==> src/rtl/riscv_base_alu_issue.sv <==
// riscv_base_alu_issue
//   Execute-issue stage feeding riscv_base_alu. Decodes RV32I OP, OP-IMM, LUI
//   and AUIPC, selects ALU operands (register / immediate / PC), forwards
//   writeback data into register operands, and holds the result in a single
//   ID/EX entry behind a valid/ready handshake.
//
// Ports
//   clk_i, rst_i                   clock, synchronous active-high reset
//   in_valid_i / in_ready_o        upstream handshake for instr_i / pc_i
//   instr_i, pc_i                  instruction word and its PC
//   rs1_addr_o, rs2_addr_o         combinational regfile read addresses
//   rs1_data_i, rs2_data_i         same-cycle regfile read data
//   wb_we_i, wb_rd_i, wb_data_i    writeback port (forwarding source)
//   flush_i                        kill held and incoming instruction
//   out_valid_o / out_ready_i      downstream handshake for the ID/EX entry
//   alu_op_o, alu_a_o, alu_b_o     registered ALU controls and operands
//   rd_o, rd_we_o, illegal_o, pc_o entry destination, write enable, flags, PC

module riscv_base_alu_issue #(
    parameter int unsigned     XLEN     = 32,
    parameter logic [XLEN-1:0] RESET_PC = '0
) (
    input  logic            clk_i,
    input  logic            rst_i,
    input  logic            in_valid_i,
    output logic            in_ready_o,
    input  logic [31:0]     instr_i,
    input  logic [XLEN-1:0] pc_i,
    output logic [4:0]      rs1_addr_o,
    output logic [4:0]      rs2_addr_o,
    input  logic [XLEN-1:0] rs1_data_i,
    input  logic [XLEN-1:0] rs2_data_i,
    input  logic            wb_we_i,
    input  logic [4:0]      wb_rd_i,
    input  logic [XLEN-1:0] wb_data_i,
    input  logic            flush_i,
    output logic            out_valid_o,
    input  logic            out_ready_i,
    output logic [3:0]      alu_op_o,
    output logic [XLEN-1:0] alu_a_o,
    output logic [XLEN-1:0] alu_b_o,
    output logic [4:0]      rd_o,
    output logic            rd_we_o,
    output logic            illegal_o,
    output logic [XLEN-1:0] pc_o
);

    // ALU operation codes shared with riscv_base_alu.
    typedef enum logic [3:0] {
        ALU_SHIFT_LEFT             = 4'b0001,
        ALU_SHIFT_RIGHT_LOGICAL    = 4'b0010,
        ALU_SHIFT_RIGHT_ARITHMETIC = 4'b0011,
        ALU_ADD                    = 4'b0100,
        ALU_SUB                    = 4'b0110,
        ALU_AND                    = 4'b0111,
        ALU_OR                     = 4'b1000,
        ALU_XOR                    = 4'b1001,
        ALU_LESS_THAN              = 4'b1010,
        ALU_LESS_THAN_UNSIGNED     = 4'b1011
    } alu_op_e;

    typedef enum logic [6:0] {
        OPC_OP     = 7'b0110011,
        OPC_OP_IMM = 7'b0010011,
        OPC_LUI    = 7'b0110111,
        OPC_AUIPC  = 7'b0010111
    } opcode_e;

    logic [6:0]      funct7;
    logic [2:0]      funct3;
    logic [XLEN-1:0] imm_i;
    logic [XLEN-1:0] imm_u;
    logic [XLEN-1:0] shamt;
    logic [XLEN-1:0] rs1_fwd;
    logic [XLEN-1:0] rs2_fwd;

    alu_op_e         dec_op;
    logic [XLEN-1:0] dec_a;
    logic [XLEN-1:0] dec_b;
    logic            dec_a_reg;
    logic            dec_b_reg;
    logic            dec_illegal;

    logic            valid_q;
    alu_op_e         op_q;
    logic [XLEN-1:0] a_q;
    logic [XLEN-1:0] b_q;
    logic [4:0]      rd_q;
    logic            rd_we_q;
    logic            illegal_q;
    logic [XLEN-1:0] pc_q;
    logic [4:0]      rs1_q;
    logic [4:0]      rs2_q;
    logic            a_reg_q;
    logic            b_reg_q;

    logic            accept;
    logic            drain;
    logic            wb_live;

    assign funct7     = instr_i[31:25];
    assign funct3     = instr_i[14:12];
    assign rs1_addr_o = instr_i[19:15];
    assign rs2_addr_o = instr_i[24:20];
    assign imm_i      = {{(XLEN-12){instr_i[31]}}, instr_i[31:20]};
    assign imm_u      = {instr_i[31:12], 12'b0};
    assign shamt      = {{(XLEN-5){1'b0}}, instr_i[24:20]};

    // x0 is never a forwarding target.
    assign wb_live = wb_we_i && (wb_rd_i != 5'd0);
    assign rs1_fwd = (wb_live && wb_rd_i == rs1_addr_o) ? wb_data_i : rs1_data_i;
    assign rs2_fwd = (wb_live && wb_rd_i == rs2_addr_o) ? wb_data_i : rs2_data_i;

    assign in_ready_o = !valid_q || out_ready_i;
    assign accept     = in_valid_i && in_ready_o && !flush_i;
    assign drain      = valid_q && out_ready_i && !accept;

    always_comb begin
        dec_op      = ALU_ADD;
        dec_a       = '0;
        dec_b       = '0;
        dec_a_reg   = 1'b0;
        dec_b_reg   = 1'b0;
        dec_illegal = 1'b0;
        case (instr_i[6:0])
            OPC_OP: begin
                dec_a     = rs1_fwd;
                dec_b     = rs2_fwd;
                dec_a_reg = 1'b1;
                dec_b_reg = 1'b1;
                case ({funct7, funct3})
                    {7'h00, 3'b000}: dec_op = ALU_ADD;
                    {7'h20, 3'b000}: dec_op = ALU_SUB;
                    {7'h00, 3'b001}: dec_op = ALU_SHIFT_LEFT;
                    {7'h00, 3'b010}: dec_op = ALU_LESS_THAN;
                    {7'h00, 3'b011}: dec_op = ALU_LESS_THAN_UNSIGNED;
                    {7'h00, 3'b100}: dec_op = ALU_XOR;
                    {7'h00, 3'b101}: dec_op = ALU_SHIFT_RIGHT_LOGICAL;
                    {7'h20, 3'b101}: dec_op = ALU_SHIFT_RIGHT_ARITHMETIC;
                    {7'h00, 3'b110}: dec_op = ALU_OR;
                    {7'h00, 3'b111}: dec_op = ALU_AND;
                    default:         dec_illegal = 1'b1;
                endcase
            end
            OPC_OP_IMM: begin
                dec_a     = rs1_fwd;
                dec_a_reg = 1'b1;
                dec_b     = imm_i;
                case (funct3)
                    3'b000: dec_op = ALU_ADD;
                    3'b010: dec_op = ALU_LESS_THAN;
                    3'b011: dec_op = ALU_LESS_THAN_UNSIGNED;
                    3'b100: dec_op = ALU_XOR;
                    3'b110: dec_op = ALU_OR;
                    3'b111: dec_op = ALU_AND;
                    3'b001: begin
                        dec_b  = shamt;
                        dec_op = ALU_SHIFT_LEFT;
                        if (funct7 != 7'h00) dec_illegal = 1'b1;
                    end
                    default: begin
                        dec_b = shamt;
                        if (funct7 == 7'h00)      dec_op = ALU_SHIFT_RIGHT_LOGICAL;
                        else if (funct7 == 7'h20) dec_op = ALU_SHIFT_RIGHT_ARITHMETIC;
                        else                      dec_illegal = 1'b1;
                    end
                endcase
            end
            OPC_LUI: begin
                dec_b = imm_u;
            end
            OPC_AUIPC: begin
                dec_a = pc_i;
                dec_b = imm_u;
            end
            default: dec_illegal = 1'b1;
        endcase
        // Every illegal encoding collapses to a harmless ADD 0,0 with no
        // register tracking, so hold-update never touches it.
        if (dec_illegal) begin
            dec_op    = ALU_ADD;
            dec_a     = '0;
            dec_b     = '0;
            dec_a_reg = 1'b0;
            dec_b_reg = 1'b0;
        end
    end

    always_ff @(posedge clk_i) begin
        if (rst_i) begin
            valid_q   <= 1'b0;
            op_q      <= ALU_ADD;
            a_q       <= '0;
            b_q       <= '0;
            rd_q      <= '0;
            rd_we_q   <= 1'b0;
            illegal_q <= 1'b0;
            pc_q      <= RESET_PC;
            rs1_q     <= '0;
            rs2_q     <= '0;
            a_reg_q   <= 1'b0;
            b_reg_q   <= 1'b0;
        end else if (flush_i) begin
            valid_q <= 1'b0;
        end else if (accept) begin
            valid_q   <= 1'b1;
            op_q      <= dec_op;
            a_q       <= dec_a;
            b_q       <= dec_b;
            rd_q      <= instr_i[11:7];
            rd_we_q   <= !dec_illegal && (instr_i[11:7] != 5'd0);
            illegal_q <= dec_illegal;
            pc_q      <= pc_i;
            rs1_q     <= rs1_addr_o;
            rs2_q     <= rs2_addr_o;
            a_reg_q   <= dec_a_reg;
            b_reg_q   <= dec_b_reg;
        end else if (drain) begin
            valid_q <= 1'b0;
        end else if (valid_q) begin
            // Stalled entry: keep register operands coherent with writeback.
            if (a_reg_q && wb_live && wb_rd_i == rs1_q) a_q <= wb_data_i;
            if (b_reg_q && wb_live && wb_rd_i == rs2_q) b_q <= wb_data_i;
        end
    end

    assign out_valid_o = valid_q;
    assign alu_op_o    = op_q;
    assign alu_a_o     = a_q;
    assign alu_b_o     = b_q;
    assign rd_o        = rd_q;
    assign rd_we_o     = rd_we_q;
    assign illegal_o   = illegal_q;
    assign pc_o        = pc_q;

endmodule

==> config.mk <==
export PLATFORM = sky130hd
export DESIGN_NAME = riscv_base_alu_issue
export DESIGN_NICKNAME = d
export VERILOG_FILES = /design/src/rtl/riscv_base_alu_issue.sv
export SDC_FILE = /design/constraint.sdc
export NUM_CORES = 1
export LEC_CHECK = 0
export CORE_UTILIZATION = 43
export DETAILED_ROUTE_END_ITERATION = 8
export PLACE_DENSITY = 0.78
export SLEW_MARGIN = 20
export SYNTH_ARGS = -nofsm -noshare
export SYNTH_HDL_FRONTEND = slang
export SYNTH_SLANG_ARGS = --single-unit
export TNS_END_PERCENT = 100
==> constraint.sdc <==
create_clock -name clk_i -period 3.6 [get_ports clk_i]
set_clock_uncertainty 0.2 [all_clocks]
set_input_delay 0.72 -clock clk_i [delete_from_list [all_inputs] [get_ports clk_i]]
set_output_delay 0.72 -clock clk_i [all_outputs]
set_load 0.02 [all_outputs]
==> impl_metrics.yaml <==
global_routing:
  grt_overflow: 0
  grt_pass1_vias: 7357
  grt_max_degree: 54
  grt_use_total_pct: 33.9
  grt_pass1_wl_um: 41700
  antenna_found_initial: 0
setup_path:
  crit_type: "in -> out"
  cp_common_cell: "clkdlybuf4s50_1"
  slowest_stage: "clkdlybuf4s50_1"
  end_kind: "primary output"
  start_kind: "input pin"
  critPathTopFamily: "buffers and inverters"
  path_buf_inv: 2
  cp_max_fo: 6
  cp.required_ns: 2.68
  crit_path_cell_trace: "clkdlybuf4s50_1 > nand2b_1 > clkdlybuf4s50_1"
  rrSetupSlack_ns: 1.15
  arrival_ns: 2.17
  max_stage_delay_ns: 0.68
place:
  portBuffers: 289
  dp_hpwl_um: 19800
  place_congestion: 0.897
yosys:
  syn_area_sq_um: 6750
  ys_ff_latch: 120
  synth_nets: 1016
  syn_area_per_cell_sq_um: 7.99
  synth_fa_ha_area_share_pct: 0
  netlist_instances: 845
  synth_compound_area_share_pct: 32.4
  ys_warn_count: 0
  synth.largest_area_cell: "dfxtp_1"
  yosysUniqueCellTypes: 55
  synthSimpleGateAreaFrac_pct: 16.2
  muxShareOfSynthArea_pct: 6.00
  synth.area.top_cells: "dfxtp_1 36%, a21oi_1 8.2%, nand2_1 7.9%"
  synthArstFlopShare_pct: 0
  synth-edff-count: 0
  synth-xor-area-share_pct: 2.85
  synth_flop_cell: "dfxtp_1"
  synth_top_area_share_pct: 35.6
  synth_seq_area_share_pct: 35.6
  synth_top_family_by_area: "compound AO/OA/AOI/OAI gates"
drt:
  antenna_left: 0
  detail_route.iter0.violations: 683
  first_pass_iters: 7
  num_vias: 7925
  drt-total-wl_um: 27600
  drc: 0
  vias_per_cell: 5.97
  avgRoutedWirePerCell_um: 20.8
layout:
  final_cell_mix: "287 x clkdlybuf4s50_1, 142 x nand2_1, 120 x dfxtp_1"
  regArea_sq_um: 2400
  final_util_pct: 68.4
  num-nets-final: 1274
  multi_input_area_sq_um: 3930
  area_delta_synth_final_pct: 54.5
  drive_gt1_share_pct: 8.96
  layout_commonest_cell: "clkdlybuf4s50_1"
  num_antenna_cells: 0
  fillers: 1261
timing:
  report.final.slew_viol_count: 0
  post-route-period-util_pct: 85.7
  period_needed_ns: 3.09
  slew_headroom_pct: 42.1
  worst_pin_slew_ns: 0.868
  finalSetupViolCount: 0
  final_hold_viol_count: 0
  rsz0062_at_grt: "false"
  fin_setup_tns_ns: 0
  max_freq_mhz: 324
pwr:
  netSwitchingFraction_pct: 28.8
  powerDensity_nw_per_um2: 387
  p_sw_mw: 1.16
  seq_power_share_pct: 35.6
  p_comb_share_pct: 22.1
  p_clk_share_pct: 42.4
  p_leak_nw: 3.89
  vdd_drop_max_mv: 0.385
  p_int_mw: 2.88
die:
  start_util_pct: 44.3
  dieHeight_um: 127
  ios: 290
  rows: 45
  die_w_um: 127
  die-area_sq_um: 16200
  fp.coreArea_sq_um: 15300
clock_tree:
  cts_tree: "built"
  cts_max_level: 4
  clk_latency_ns: 0.42
  cts.sinks: 120
  cts_buffers: 17
  cts_setup_buffers: 0
  post_cts_resized: 0
  clkTransAtPathRegs_ns: 0.06
  cts_root_buffer: "clkbuf_16"
  cts_buffer_depth: 2
  ctsHoldBuffers: 0
worst_hold_path:
  hold_path_class: "reg -> reg"
status:
  status: "complete, no violations"
flow_run:
  cap_violations: 0
[metrics by stage]
step	total power [mW]	instance area [sq um]	setup slack [ns]	hold slack, ns	cells
floorplan	1.87	6750	0.731	0.237	845
global placement	2.34	9840	0.233	0.242	1295
CTS	4.05	10400	0.521	0.253	1327
finish	4.04	10400	0.514	0.252	1327
detailed placement	2.35	9840	0.160	0.246	1295
global route	4.17	10400	0.406	0.271	1327
[power by group through the flow]
stage	logic, mW	registers [mW]	clock network, mW
global route	0.947	1.44	1.78
detailed placement	0.882	1.46	0
finish	0.892	1.44	1.71
global placement	0.874	1.46	0
CTS	0.886	1.44	1.73
floorplan	0.335	1.53	0
[flip-flops by register name (all words and copies together), names as in the netlist]
signal / flops
rd_o: 5
out_valid_o: 1
alu_a_o: 32
alu_b_o: 32
rs1_q: 5
illegal_o: 1
a_reg_q: 1
b_reg_q: 1
pc_o: 32
alu_op_o: 4
rs2_q: 5
rd_we_o: 1
[worst min-delay path, stage by stage (launching register included)]
cell	delay (ns)
dfxtp_1	0.31
nand2_1	0.05
a21oi_1	0.05
[cell usage after synthesis (15+ instances only)]
cell type / count
clkbuf_1: 58
a221oi_1: 25
a21o_1: 25
a21oi_1: 110
dfxtp_1: 120
buf_2: 15
o211a_1: 26
xnor2_1: 19
o221ai_1: 26
nor2_1: 53
mux2i_1: 30
nand2_1: 142
nor3_1: 30
a31oi_1: 25
o22ai_1: 25
[final timing paths]
path / from / end / cells past startpoint
max: out_ready_i / in_ready_o / 3
min: alu_op_o[3] / alu_op_o[3] / 2
max reg2reg: out_valid_o / alu_a_o[20] / 7
min reg2reg: alu_op_o[3] / alu_op_o[3] / 2
[routing by layer]
layer  up-vias  part of all wire (%)  track usage [%]
li1       3647                     -                -
met1      3756                    41             43.8
met2       472                    47             54.6
met3        50                   9.5             7.62
met4         0                   2.6             13.4
met5         -                     0                0
[layout make-up]
type                       count  area share, %
inverter                       5          0.180
timing repair buffer         333           30.9
clock inverter                14           1.44
sequential                   120           23.0
multi-input combinational    626           37.7
clock buffer                  18           4.21
tap                          211           2.53
[cell families (layout without fill, tap and decap cells)]
kind of cell,after synthesis,after routing
flip-flops,120,120
XOR/XNOR,22,22
multiplexers,38,38
AND/OR/NAND/NOR,256,256
buffers and inverters,99,370
AO/OA/AOI/OAI,310,310
Power figures use the tool's default switching activity.
